===== config.mk =====
export PLATFORM = sky130hd
export DESIGN_NAME = dice_roll_scheduler
export DESIGN_NICKNAME = d
export VERILOG_FILES = /design/src/rtl/dice_pkg.sv /design/src/rtl/dice_roll_scheduler_rr_arbiter.sv /design/src/rtl/dice_roll_scheduler.sv
export SDC_FILE = /design/constraint.sdc
export NUM_CORES = 1
export LEC_CHECK = 0
export CAP_MARGIN = 0
export CORE_MARGIN = 3
export CORE_UTILIZATION = 25
export DETAILED_ROUTE_END_ITERATION = 12
export HOLD_SLACK_MARGIN = 0.12
export MAX_ROUTING_LAYER = met4
export PLACE_DENSITY_LB_ADDON = 0.1
export SYNTH_ARGS = -nofsm -noshare
export SYNTH_HDL_FRONTEND = slang
export SYNTH_SLANG_ARGS = --single-unit

===== constraint.sdc =====
create_clock -name clk -period 2.63 [get_ports clk]
set_input_delay 0.526 -clock clk [delete_from_list [all_inputs] [get_ports clk]]
set_output_delay 0.526 -clock clk [all_outputs]
set_load 0.01 [all_outputs]

===== src/rtl/dice_pkg.sv =====
// Shared types and constants for the dice-roll scheduling blocks.
package dice_pkg;

  typedef enum logic [1:0] {
    IDLE  = 2'd0,
    ISSUE = 2'd1,
    WAIT  = 2'd2,
    RESP  = 2'd3
  } state_e;

  localparam int FACE_W    = 3;
  localparam int NUM_FACES = 7;

  // Counter width able to hold 0..max_val, never narrower than one bit.
  function automatic int cnt_width(input int max_val);
    return (max_val < 2) ? 1 : $clog2(max_val + 1);
  endfunction

endpackage


===== src/rtl/dice_roll_scheduler_rr_arbiter.sv =====
// Combinational round-robin pick: first set request at or after rr_ptr, cyclically.
module rr_arbiter #(
  parameter int NREQ = 4
) (
  input  logic [NREQ-1:0]         req,
  input  logic [$clog2(NREQ)-1:0] rr_ptr,
  output logic                    gnt_valid,
  output logic [$clog2(NREQ)-1:0] gnt_idx
);

  localparam int IDX_W = $clog2(NREQ);
  localparam logic [IDX_W:0] NREQ_V = (IDX_W + 1)'(NREQ);

  logic [IDX_W-1:0] cand [NREQ];
  logic [NREQ-1:0]  hit;

  // cand[gi] is the requester gi positions after the pointer.
  for (genvar gi = 0; gi < NREQ; gi++) begin : g_cand
    logic [IDX_W:0] sum;
    logic [IDX_W:0] wrapped;
    assign sum      = {1'b0, rr_ptr} + (IDX_W + 1)'(gi);
    assign wrapped  = (sum >= NREQ_V) ? (sum - NREQ_V) : sum;
    assign cand[gi] = wrapped[IDX_W-1:0];
    assign hit[gi]  = req[cand[gi]];
  end

  always_comb begin
    gnt_valid = |hit;
    gnt_idx   = '0;
    for (int k = NREQ - 1; k >= 0; k--) begin
      if (hit[k]) gnt_idx = cand[k];
    end
  end

endmodule


===== src/rtl/dice_roll_scheduler.sv =====
// Shares one dice between NREQ requesters: round-robin grant, fixed-latency
// roll sampling, bounded re-rolls on rejected rolls, one-cycle ack pulse.
module dice_roll_scheduler
  import dice_pkg::*;
#(
  parameter int NREQ      = 4,
  parameter int DICE_LAT  = 3,
  parameter int MAX_RETRY = 7
) (
  input  logic              clk,
  input  logic              rst_n,
  input  logic [NREQ-1:0]   req,
  output logic [NREQ-1:0]   ack,
  output logic [FACE_W-1:0] rsp_face,
  output logic              rsp_err,
  output logic              busy,
  output logic              dice_req,
  input  logic              dice_valid_roll,
  input  logic [FACE_W-1:0] dice_face
);

  localparam int IDX_W   = $clog2(NREQ);
  localparam int LAT_W   = cnt_width(DICE_LAT);
  localparam int RETRY_W = cnt_width(MAX_RETRY);

  state_e              state_q, state_d;
  logic [IDX_W-1:0]    owner_q, owner_d;
  logic [IDX_W-1:0]    rr_ptr_q, rr_ptr_d;
  logic [LAT_W-1:0]    lat_q, lat_d;
  logic [RETRY_W-1:0]  retry_q, retry_d;
  logic [NREQ-1:0]     ack_q, ack_d;
  logic [FACE_W-1:0]   face_q, face_d;
  logic                err_q, err_d;

  logic                gnt_valid;
  logic [IDX_W-1:0]    gnt_idx;

  rr_arbiter #(
    .NREQ (NREQ)
  ) u_arb (
    .req       (req),
    .rr_ptr    (rr_ptr_q),
    .gnt_valid (gnt_valid),
    .gnt_idx   (gnt_idx)
  );

  always_comb begin
    state_d  = state_q;
    owner_d  = owner_q;
    rr_ptr_d = rr_ptr_q;
    lat_d    = lat_q;
    retry_d  = retry_q;
    ack_d    = '0;
    face_d   = '0;
    err_d    = 1'b0;
    case (state_q)
      IDLE: begin
        if (gnt_valid) begin
          owner_d = gnt_idx;
          retry_d = '0;
          state_d = ISSUE;
        end
      end
      ISSUE: begin
        lat_d   = LAT_W'(DICE_LAT - 1);
        state_d = WAIT;
      end
      WAIT: begin
        if (lat_q != '0) begin
          lat_d = lat_q - LAT_W'(1);
        end else if (dice_valid_roll) begin
          ack_d[owner_q] = 1'b1;
          face_d         = dice_face;
          state_d        = RESP;
        end else if (retry_q < RETRY_W'(MAX_RETRY)) begin
          retry_d = retry_q + RETRY_W'(1);
          state_d = ISSUE;
        end else begin
          // Budget exhausted: report an error with a zero face.
          ack_d[owner_q] = 1'b1;
          err_d          = 1'b1;
          state_d        = RESP;
        end
      end
      RESP: begin
        rr_ptr_d = (owner_q == IDX_W'(NREQ - 1)) ? '0 : owner_q + IDX_W'(1);
        state_d  = IDLE;
      end
      default: state_d = IDLE;
    endcase
  end

  always_ff @(posedge clk or negedge rst_n) begin
    if (!rst_n) begin
      state_q  <= IDLE;
      owner_q  <= '0;
      rr_ptr_q <= '0;
      lat_q    <= '0;
      retry_q  <= '0;
      ack_q    <= '0;
      face_q   <= '0;
      err_q    <= 1'b0;
    end else begin
      state_q  <= state_d;
      owner_q  <= owner_d;
      rr_ptr_q <= rr_ptr_d;
      lat_q    <= lat_d;
      retry_q  <= retry_d;
      ack_q    <= ack_d;
      face_q   <= face_d;
      err_q    <= err_d;
    end
  end

  assign ack      = ack_q;
  assign rsp_face = face_q;
  assign rsp_err  = err_q;
  assign busy     = (state_q != IDLE);
  assign dice_req = (state_q == ISSUE);

endmodule


==> results of run 1 <==
[metal layers]
layer | share of wire, % | vias to the layer above
met3 | 4.0 | 2
met1 | 49 | 341
met4 | 1.1 | 0
li1 | - | 381
met5 | 0 | -
met2 | 45 | 9
[stage by stage]
step | worst slack (ns) | area (um2) | power [mW] | hold WS, ns | instances
global placement | 0.618 | 1240 | 0.952 | 0.524 | 161
global route | 0.308 | 1280 | 1.24 | 0.587 | 165
finish | 0.388 | 1280 | 1.14 | 0.525 | 165
CTS | 0.358 | 1280 | 1.16 | 0.535 | 165
detailed placement | 0.642 | 1240 | 0.956 | 0.522 | 161
floorplan | 1.26 | 1000 | 0.813 | 0.230 | 96
[area by class of cell]
type / count / share of cell area (%)
clock buffer: 4 / 3.51
inverter: 9 / 2.63
multi-input combinational: 65 / 36.8
sequential: 19 / 37.0
tap: 48 / 4.67
timing repair buffer: 20 / 15.4
[flip-flops by register name (all words and copies together), names as in the netlist]
signal / cells
rsp_face: 3
rr_ptr_q: 2
rsp_err: 1
lat_q: 2
owner_q: 2
state_q: 2
retry_q: 3
ack: 4
[power by group]
part,switching [mW],internal (mW),total (mW)
registers,0.123,0.374,0.497
clock network,0.0930,0.108,0.201
logic,0.216,0.227,0.443
[synth_stat cells]
library cell	count
o31ai_1	2
nor4bb_1	2
a21o_1	1
o2bb2ai_1	1
a21oi_1	5
o21ai_0	2
nand2b_1	3
a31oi_1	1
mux2i_1	1
o32ai_1	2
o41ai_2	1
and4_1	3
a211oi_2	1
nand3_1	2
nor2b_1	4
ha_1	6
nor2_1	4
buf_6	1
a22o_1	1
or2_1	1
dfrtp_1	19
nand2_1	7
inv_1	9
a311oi_1	1
or2_4	1
buf_2	2
and2_1	5
nor3_1	3
mux2_2	1
nand3b_1	1
nor4_2	1
o221ai_1	2
[tightest hold or removal path: cells and delay by family (launching register included)]
kind,cells,cell delay (ns)
AND/OR/NAND/NOR,1,0.06
flip-flops,1,0.38
AO/OA/AOI/OAI,1,0.06
[final timing paths]
check | startpoint | end | slack, ns | depth (start not counted)
worst max-delay path | state_q[0]$_DFFE_PN0P_ | dice_req | 0.39 | 2
worst min-delay path | rr_ptr_q[0]$_DFFE_PN0N_ | rr_ptr_q[0]$_DFFE_PN0N_ | 0.53 | 2
worst max register to register | lat_q[0]$_DFFE_PN0P_ | retry_q[0]$_DFFE_PN0P_ | 0.98 | 5
worst min register to register | rr_ptr_q[0]$_DFFE_PN0N_ | rr_ptr_q[0]$_DFFE_PN0N_ | 0.53 | 2
max in group asynchronous | rst_n | retry_q[2]$_DFFE_PN0P_ | 1.81 | 2
min in group asynchronous | rst_n | rsp_err$_DFF_PN0_ | 0.61 | 2
[cell families after synthesis]
kind of cell	after synthesis	synth area share, %
and+or+nand+nor	37	22.2
AOI/OAI and AO/OA	20	15.3
DFF	19	47.4
buffers and inverters	12	5.49
adders and majority gates	6	7.48
muxes	2	2.12
==> impl_results.md, run 1 <==
- Outcome: completed
- CTS tree: built
- Flops & latches, synth: 19
- FF+latch area: 475 um2
- Slowest Stage Delay on Critical Path: about 0.62 ns
- Syn Area/Cell: ~10 um2
- Vias in the first global route: ~800
- Setup TNS: 0 ns
- Buf/Inv on CP: 1
- Vias per Instance: roughly 4.4
- Initial core utilization: between 20% and 30%
- Pwr Density: 888 nW/um2
- Multi-input gate area: 473 um2
- CP Launch Type: flip-flop
- Post-CTS Setup Bufs: 0
- Syn-to-layout area delta: 28.1%
- Placer congestion estimate: between 0.7 and 0.8
- Vias: ~730
- Critical Path Fanout Max: 15
- Post-layout minimum cycle time: 2.24 ns
- Crit. End Element: primary output
- Syn Inst Count: 96
- Post-synthesis sequential area ratio: between 40 and 50%
- Class of the tightest hold or removal check: reg -> reg
- Layout cell share with drive strength beyond 1: under 10%
- GRT Overall Usage: 9.36%
- RSZ-0062 raised after global routing: no
- Post-synth top area share: 47.4%
- Max Clock Freq: between 400 and 500 MHz
- Worst IR Drop VDD: 487 uV
- Met1 GRT Util: approximately 11%
- IO buf count: 19
- CP max-delay cell: dfrtp_1
- CTS Buffer Depth: 2
- # nets final: about 130
- Post-layout utilization of the core: approximately a third
- Clock Sinks: 19
- H-tree depth: 1
- Root Driver: clkbuf_8
- Final-report setup violation count: 0
- Met3 GRT Util: under 10%
- Ys Warns: 0
- Total CTS buffers: 3
- Setup CP Type: reg -> out
- Pre-antenna DRT Iters: 4
- Gr busiest metal: met2
- Skew-Pair Late Insertion Delay: approximately 0.25 ns
- Pin count of the biggest net entering global routing: 20
- IO Count: 20
- Fin. max-slew vios: 0
- Final wirelength: roughly 2000 um
- Crit-path cells: nor2b_1 -> clkdlybuf4s50_1
- Die X: approximately 69 um
- Worst Path Arrival: around 1.7 ns
- CTS Hold Bufs: 0
- Die area: between 4000 and 5000 um2
- Final Cycle Share: 85.2%
- Most frequent cells in the layout: dfrtp_1, clkdlybuf4s50_1, inv_1
- Std-Cell Rows: 22
- Residual DRC count: 0
- Area of the core: between 3000 and 4000 um2
- Leading area contributor after synthesis: dfrtp_1
- LEAKAGE: ~0.56 nW
- # fillers: ~380
- Largest delay contributor family on the critical path: flip-flops
- Half-perimeter wire length after detailed placement: around 1500 um
- Die Y-Extent: 69.4 um
- Synth area leaders: dfrtp_1, ha_1, inv_1, and2_1, nand2_1
- WL/cell: approximately 12 um
- Post_cts resized: 0
- Netlist Area Pre-Place: ~1000 um2
- Total of max-cap violations: 0
- First-pass GRT wire length: between 3000 and 4000 um
- Total gr overflow: 0
- Antenna violations before repair: 0
- Crit path required time: roughly 2.1 ns
- Antenna Cells: 0
- Antenna violation net count after detailed routing: 0
- Post-Syn Nets: between 100 and 150
- Met2 GRT Util: between 15 and 20%
- Clock skew: slightly below 0.005 ns
- Hold Vio Cnt, Final: 0
- Worst-path clk slew: approximately 0.070 ns
- Slew HR: between 60% and 70%
- Cell variety after synth: 32
- Worst slew pin tran: ~0.45 ns
- DRT iter0 DRCs: 39
(Power assumes the default switching activity.)
==> run 2: changes to the inputs <==
--- a/config.mk
+++ b/config.mk
@@ -6,7 +6,6 @@
 export NUM_CORES = 1
 export LEC_CHECK = 0
 export CAP_MARGIN = 0
-export CORE_MARGIN = 3
 export CORE_UTILIZATION = 25
 export DETAILED_ROUTE_END_ITERATION = 12
 export HOLD_SLACK_MARGIN = 0.12
==> impl_results.md, run 2 (same netlist as run 1, synthesis figures left out) <==
- Setup WS pre-CTS: 0.666 ns (was 0.642 ns)
- Vias: 740 (was 733)
- Worst-path clk slew: 0.07 ns (about the same)
- Largest delay contributor family on the critical path: flip-flops (unchanged)
- Pin count of the biggest net entering global routing: 20 (unchanged)
- Max reg flops: 4 (unchanged)
- Crit-path cells: nor2b_1 -> clkdlybuf4s50_1 (unchanged)
- Root Driver: clkbuf_8 (unchanged)
- Layout cell share with drive strength beyond 1: 8.55% (was 7.69%)
- Post-layout utilization of the core: 34.4% (was 34.1%)
- Slowest Stage Delay on Critical Path: 0.63 ns (was 0.62 ns)
- Fin. max-slew vios: 0 (unchanged)
- Half-perimeter wire length after detailed placement: 1440 um (was 1530 um)
- Pre-antenna DRT Iters: 4 (unchanged)
- Std-Cell Rows: 22 (unchanged)
- Antenna Cells: 0 (unchanged)
- RSZ-0062 raised after global routing: no (unchanged)
- Total of max-cap violations: 0 (unchanged)
- CTS Hold Bufs: 0 (unchanged)
- Final Cycle Share: 83.5% (was 85.2%)
- CP Launch Type: flip-flop (unchanged)
- Worst slew pin tran: 0.478 ns (was 0.454 ns)
- Clock Sinks: 19 (unchanged)
- # nets final: 134 (unchanged)
- Antenna violations before repair: 0 (unchanged)
- CP max-delay cell: dfrtp_1 (unchanged)
- Slew HR: 68.0% (was 69.7%)
- Pwr Density: 882 nW/um2 (was 888 nW/um2)
- LEAKAGE: 0.558 nW (was 0.555 nW)
- Antenna violation net count after detailed routing: 0 (unchanged)
- Worst IR Drop VDD: 515 uV (was 487 uV)
- Residual DRC count: 0 (unchanged)
- Setup TNS: 0 ns (unchanged)
- Post-CTS Setup Bufs: 0 (unchanged)
- CTS Buffer Depth: 2 (unchanged)
- Placer congestion estimate: 0.754 (was 0.778)
- Critical Path Fanout Max: 15 (unchanged)
- First-pass GRT wire length: 3350 um (was 3580 um)
- Initial core utilization: 26.8% (was 26.6%)
- Setup CP Type: reg -> out (unchanged)
- Die area: 4270 um2 (was 4810 um2)
- Clock skew: 0.00123 ns (was 0.00480 ns)
- Skew-Pair Late Insertion Delay: 0.25 ns (about the same)
- Crit path required time: 2.10 ns (about the same)
- CTS tree: built (unchanged)
- IO buf count: 19 (unchanged)
- Most frequent cells in the layout: dfrtp_1, clkdlybuf4s50_1, inv_1 (unchanged)
- Final wirelength: 1930 um (was 2000 um)
- Post-layout minimum cycle time: 2.20 ns (was 2.24 ns)
- Die X: 65.4 um (was 69.4 um)
- Post_cts resized: 0 (unchanged)
- IO Count: 20 (unchanged)
- Outcome: completed (unchanged)
- Vias per Instance: 4.48 (was 4.44)
- Worst Path Arrival: 1.67 ns (was 1.72 ns)
- Hold Vio Cnt, Final: 0 (unchanged)
- DRT iter0 DRCs: 14 (was 39)
- GRT Overall Usage: 10.5% (was 9.36%)
- Area of the core: 3740 um2 (was 3770 um2)
- Max Clock Freq: 456 MHz (was 446 MHz)
- Syn-to-layout area delta: 28.2% (was 28.1%)
- Die Y-Extent: 65.4 um (was 69.4 um)
- Total gr overflow: 0 (unchanged)
- Vias in the first global route: 717 (was 791)
- Buf/Inv on CP: 1 (unchanged)
- WL/cell: 11.7 um (was 12.1 um)
- Total CTS buffers: 3 (unchanged)
- H-tree depth: 1 (unchanged)
- Crit. End Element: primary output (unchanged)
- Class of the tightest hold or removal check: reg -> reg (unchanged)
- Final-report setup violation count: 0 (unchanged)
- Fin worst setup slack: 0.435 ns (was 0.388 ns)
-- run 2: where the power goes --
| group | total [mW] | internal [mW] | leakage (nW) | switching (mW) |
|---|---|---|---|---|
| Combinational | 0.438 | 0.226 | 0.283 | 0.212 |
| Sequential | 0.498 | 0.374 | 0.250 | 0.124 |
| Clock | 0.199 | 0.105 | 0.0255 | 0.0943 |
-- run 2: worst min-delay path: cells and delay by family (launching register included) --
kind / cells / cell delay [ns]
AO/OA/AOI/OAI: 1 / 0.05
flip-flops: 1 / 0.39
AND/OR/NAND/NOR: 1 / 0.06
-- run 2: layer usage --
layer  track usage [%]  vias to the layer above  share of wire (%)
met5                 -                        -                  0
met4              2.99                        0               0.41
met3              3.13                        2                4.4
met2              15.2                       16                 45
met1              14.1                      338                 50
li1                  -                      384                  -
-- run 2: final timing paths --
path | start | end | slack (ns) | depth (start not counted)
setup reg to reg | lat_q[0]$_DFFE_PN0P_ | retry_q[0]$_DFFE_PN0P_ | 0.97 | 5
max in group asynchronous | rst_n | owner_q[0]$_DFFE_PN0P_ | 1.82 | 2
setup / recovery | state_q[0]$_DFFE_PN0P_ | dice_req | 0.43 | 2
hold / removal | rr_ptr_q[0]$_DFFE_PN0N_ | rr_ptr_q[0]$_DFFE_PN0N_ | 0.54 | 2
hold reg to reg | rr_ptr_q[0]$_DFFE_PN0N_ | rr_ptr_q[0]$_DFFE_PN0N_ | 0.54 | 2
min in group asynchronous | rst_n | rsp_face[2]$_DFF_PN0_ | 0.61 | 2
-- run 2: layout make-up --
class	instances	area, um2
Sequential cell	19	475
Fill cell	410	2460
Multi-Input combinational cell	65	473
Inverter	9	33.8
Clock inverter	1	5.00
Clock buffer	3	41.3
Timing Repair Buffer	20	198
Tap cell	48	60.1
-- run 2: per-stage QoR --
step	cells	area, um2	power [mW]	hold WS, ns
6_report	165	1290	1.13	0.544
3_3_place_gp	161	1240	0.945	0.523
3_5_place_dp	161	1240	0.950	0.533
2_1_floorplan	96	1000	0.813	0.230
4_1_cts	165	1290	1.15	0.550
5_1_grt	165	1290	1.24	0.594
==> run 3: changes to the inputs <==
==> constraint.sdc (replaced) <==
create_clock -name clk -period 2.3 [get_ports clk]
set_input_delay 0.46 -clock clk [delete_from_list [all_inputs] [get_ports clk]]
set_output_delay 0.46 -clock clk [all_outputs]
set_load 0.01 [all_outputs]
==> impl_results.md, run 3 (same netlist as run 1, synthesis figures left out) <==
- Outcome: completed (unchanged)
- CTS tree: built (unchanged)
- Fin worst setup slack: 0.341 ns (was 0.435 ns)
- Hold Vio Cnt, Final: 0 (unchanged)
- CTS Buffer Depth: 2 (unchanged)
- Switching share of power: 37.9% (about the same)
- Die area: 4270 um2 (unchanged)
- Total gr overflow: 0 (unchanged)
- Worst IR Drop VDD: 419 uV (was 515 uV)
- CP Launch Type: flip-flop (unchanged)
- Max reg flops: 4 (unchanged)
- Finished Layout Cells: 166 (was 165)
- Std-Cell Rows: 22 (unchanged)
- CP max-delay cell: dfrtp_1 (unchanged)
- Met2 Wirelength: 792 um (was 866 um)
- DR WL met3: 70 um (was 86 um)
- Antenna violations before repair: 0 (unchanged)
- Crit-path cells: or2_4 -> clkdlybuf4s50_1 (was nor2b_1 -> clkdlybuf4s50_1)
- Buf/Inv on CP: 1 (unchanged)
- Worst-path clk slew: 0.07 ns (about the same)
- RSZ-0062 raised after global routing: no (unchanged)
- Pwr Density: 1020 nW/um2 (was 882 nW/um2)
- IO buf count: 19 (unchanged)
- Vias: 743 (was 740)
- # fillers: 398 (was 410)
- Pre-antenna DRT Iters: 2 (was 4)
- Syn-to-layout area delta: 28.8% (was 28.2%)
- Post_cts resized: 0 (unchanged)
- Antenna Cells: 0 (unchanged)
- Placed Area: 1250 um2 (was 1240 um2)
- Half-perimeter wire length after detailed placement: 1480 um (was 1440 um)
- Clock skew: 0.00374 ns (was 0.00123 ns)
- LEAKAGE: 0.560 nW (was 0.558 nW)
- Crit path required time: 1.84 ns (was 2.10 ns)
- Skew-Pair Late Insertion Delay: 0.25 ns (about the same)
- H-tree depth: 1 (unchanged)
- Post-CTS Setup Bufs: 0 (unchanged)
- WL/cell: 11.9 um (was 11.7 um)
- Clock Power Share: 17.6% (about the same)
- Internal Power: 0.820 mW (was 0.705 mW)
- Largest delay contributor family on the critical path: flip-flops (unchanged)
- Worst Path Arrival: 1.50 ns (was 1.67 ns)
- Slew HR: 69.8% (was 68.0%)
- Total of max-cap violations: 0 (unchanged)
- Post-layout minimum cycle time: about 2.0 ns
- Setup TNS: 0 ns (unchanged)
- Seq pwr share: 41.9% (was 43.9%)
- Slowest Stage Delay on Critical Path: 0.48 ns (was 0.63 ns)
- Setup WS pre-CTS: 0.396 ns (was 0.666 ns)
- Setup CP Type: reg -> out (unchanged)
- Sw power: 0.500 mW (was 0.430 mW)
- Most frequent cells in the layout: dfrtp_1, clkdlybuf4s50_1, inv_1 (unchanged)
- Root Driver: clkbuf_8 (unchanged)
- GRT Overall Usage: 10.6% (was 10.5%)
- Area of the core: 3740 um2 (unchanged)
- Class of the tightest hold or removal check: reg -> reg (unchanged)
- Total CTS buffers: 3 (unchanged)
- Final wirelength: 1970 um (was 1930 um)
- DRT iter0 DRCs: 5 (was 14)
- Vias in the first global route: 678 (was 717)
- Antenna violation net count after detailed routing: 0 (unchanged)
- # nets final: 135 (was 134)
- Initial core utilization: 26.8% (unchanged)
- Pin count of the biggest net entering global routing: 20 (unchanged)
- Final Cycle Share: between 80% and 90%
- Max Clock Freq: 510 MHz
- WL met1: 1090 um (was 971 um)
- Crit. End Element: primary output (unchanged)
- Final instance area: 1290 um2 (about the same)
- Vias per Instance: 4.48 (about the same)
- Worst slew pin tran: 0.451 ns (was 0.478 ns)
- Die X: 65.4 um (unchanged)
- Placed insts: 162 (was 161)
- Final-report setup violation count: 0 (unchanged)
- Post-layout utilization of the core: 34.5% (was 34.4%)
- Critical Path Fanout Max: 10 (was 15)
- First-pass GRT wire length: 3340 um (was 3350 um)
- Fin. max-slew vios: 0 (unchanged)
- Clock Sinks: 19 (unchanged)
- Die Y-Extent: 65.4 um (unchanged)
- CTS Hold Bufs: 0 (unchanged)
- Placer congestion estimate: 0.740 (was 0.754)
- Combinational share of power: 40.5% (was 38.6%)
- Layout cell share with drive strength beyond 1: 8.47% (was 8.55%)
- Uppermost layer routed: met4 (unchanged)
- IO Count: 20 (unchanged)
- Residual DRC count: 0 (unchanged)
## run 3: area by class of cell
cell class | instances | area (um2) | share of cell area, %
Timing Repair Buffer | 21 | 205 | 15.9
Clock buffer | 4 | 45.0 | 3.48
Sequential cell | 19 | 475 | 36.8
Inverter | 9 | 33.8 | 2.61
Multi-Input combinational cell | 65 | 473 | 36.6
Tap cell | 48 | 60.1 | 4.65
## run 3: final timing paths
path | endpoint | slack [ns] | from | cells after the start
hold / removal | lat_q[1]$_DFFE_PN0P_ | 0.54 | lat_q[1]$_DFFE_PN0P_ | 2
setup reg to reg | retry_q[0]$_DFFE_PN0P_ | 0.67 | lat_q[0]$_DFFE_PN0P_ | 5
min in group asynchronous | rsp_face[2]$_DFF_PN0_ | 0.55 | rst_n | 2
max in group asynchronous | rr_ptr_q[1]$_DFFE_PN0N_ | 1.55 | rst_n | 2
hold reg to reg | lat_q[1]$_DFFE_PN0P_ | 0.54 | lat_q[1]$_DFFE_PN0P_ | 2
setup / recovery | busy | 0.34 | state_q[1]$_DFFE_PN0P_ | 2
## run 3: per-stage QoR
stage	power (mW)	hold slack [ns]
floorplan	0.930	0.164
detailed placement	1.10	0.532
finish	1.32	0.540
global placement	1.09	0.522
CTS	1.34	0.548
global route	1.44	0.576
## run 3: power groups by stage
stage               clock network (mW)  registers [mW]  logic (mW)
floorplan                            0           0.511       0.419
detailed placement                   0           0.560       0.545
CTS                              0.242           0.554       0.546
finish                           0.232           0.554       0.535
global route                     0.257           0.580       0.606
global placement                     0           0.555       0.536
## run 3: routing by layer
metal,GRT usage (%),vias to the layer above
met5,-,-
met1,15.7,342
met4,3.53,0
li1,-,385
met3,1.56,2
met2,14.4,14
## run 3: worst register-to-register path, cell delays in order, from the launching register on
cell	delay, ns
dfrtp_1	0.39
inv_1	0.08
ha_1	0.33
nor2b_1	0.17
a211oi_2	0.36
o221ai_1	0.16
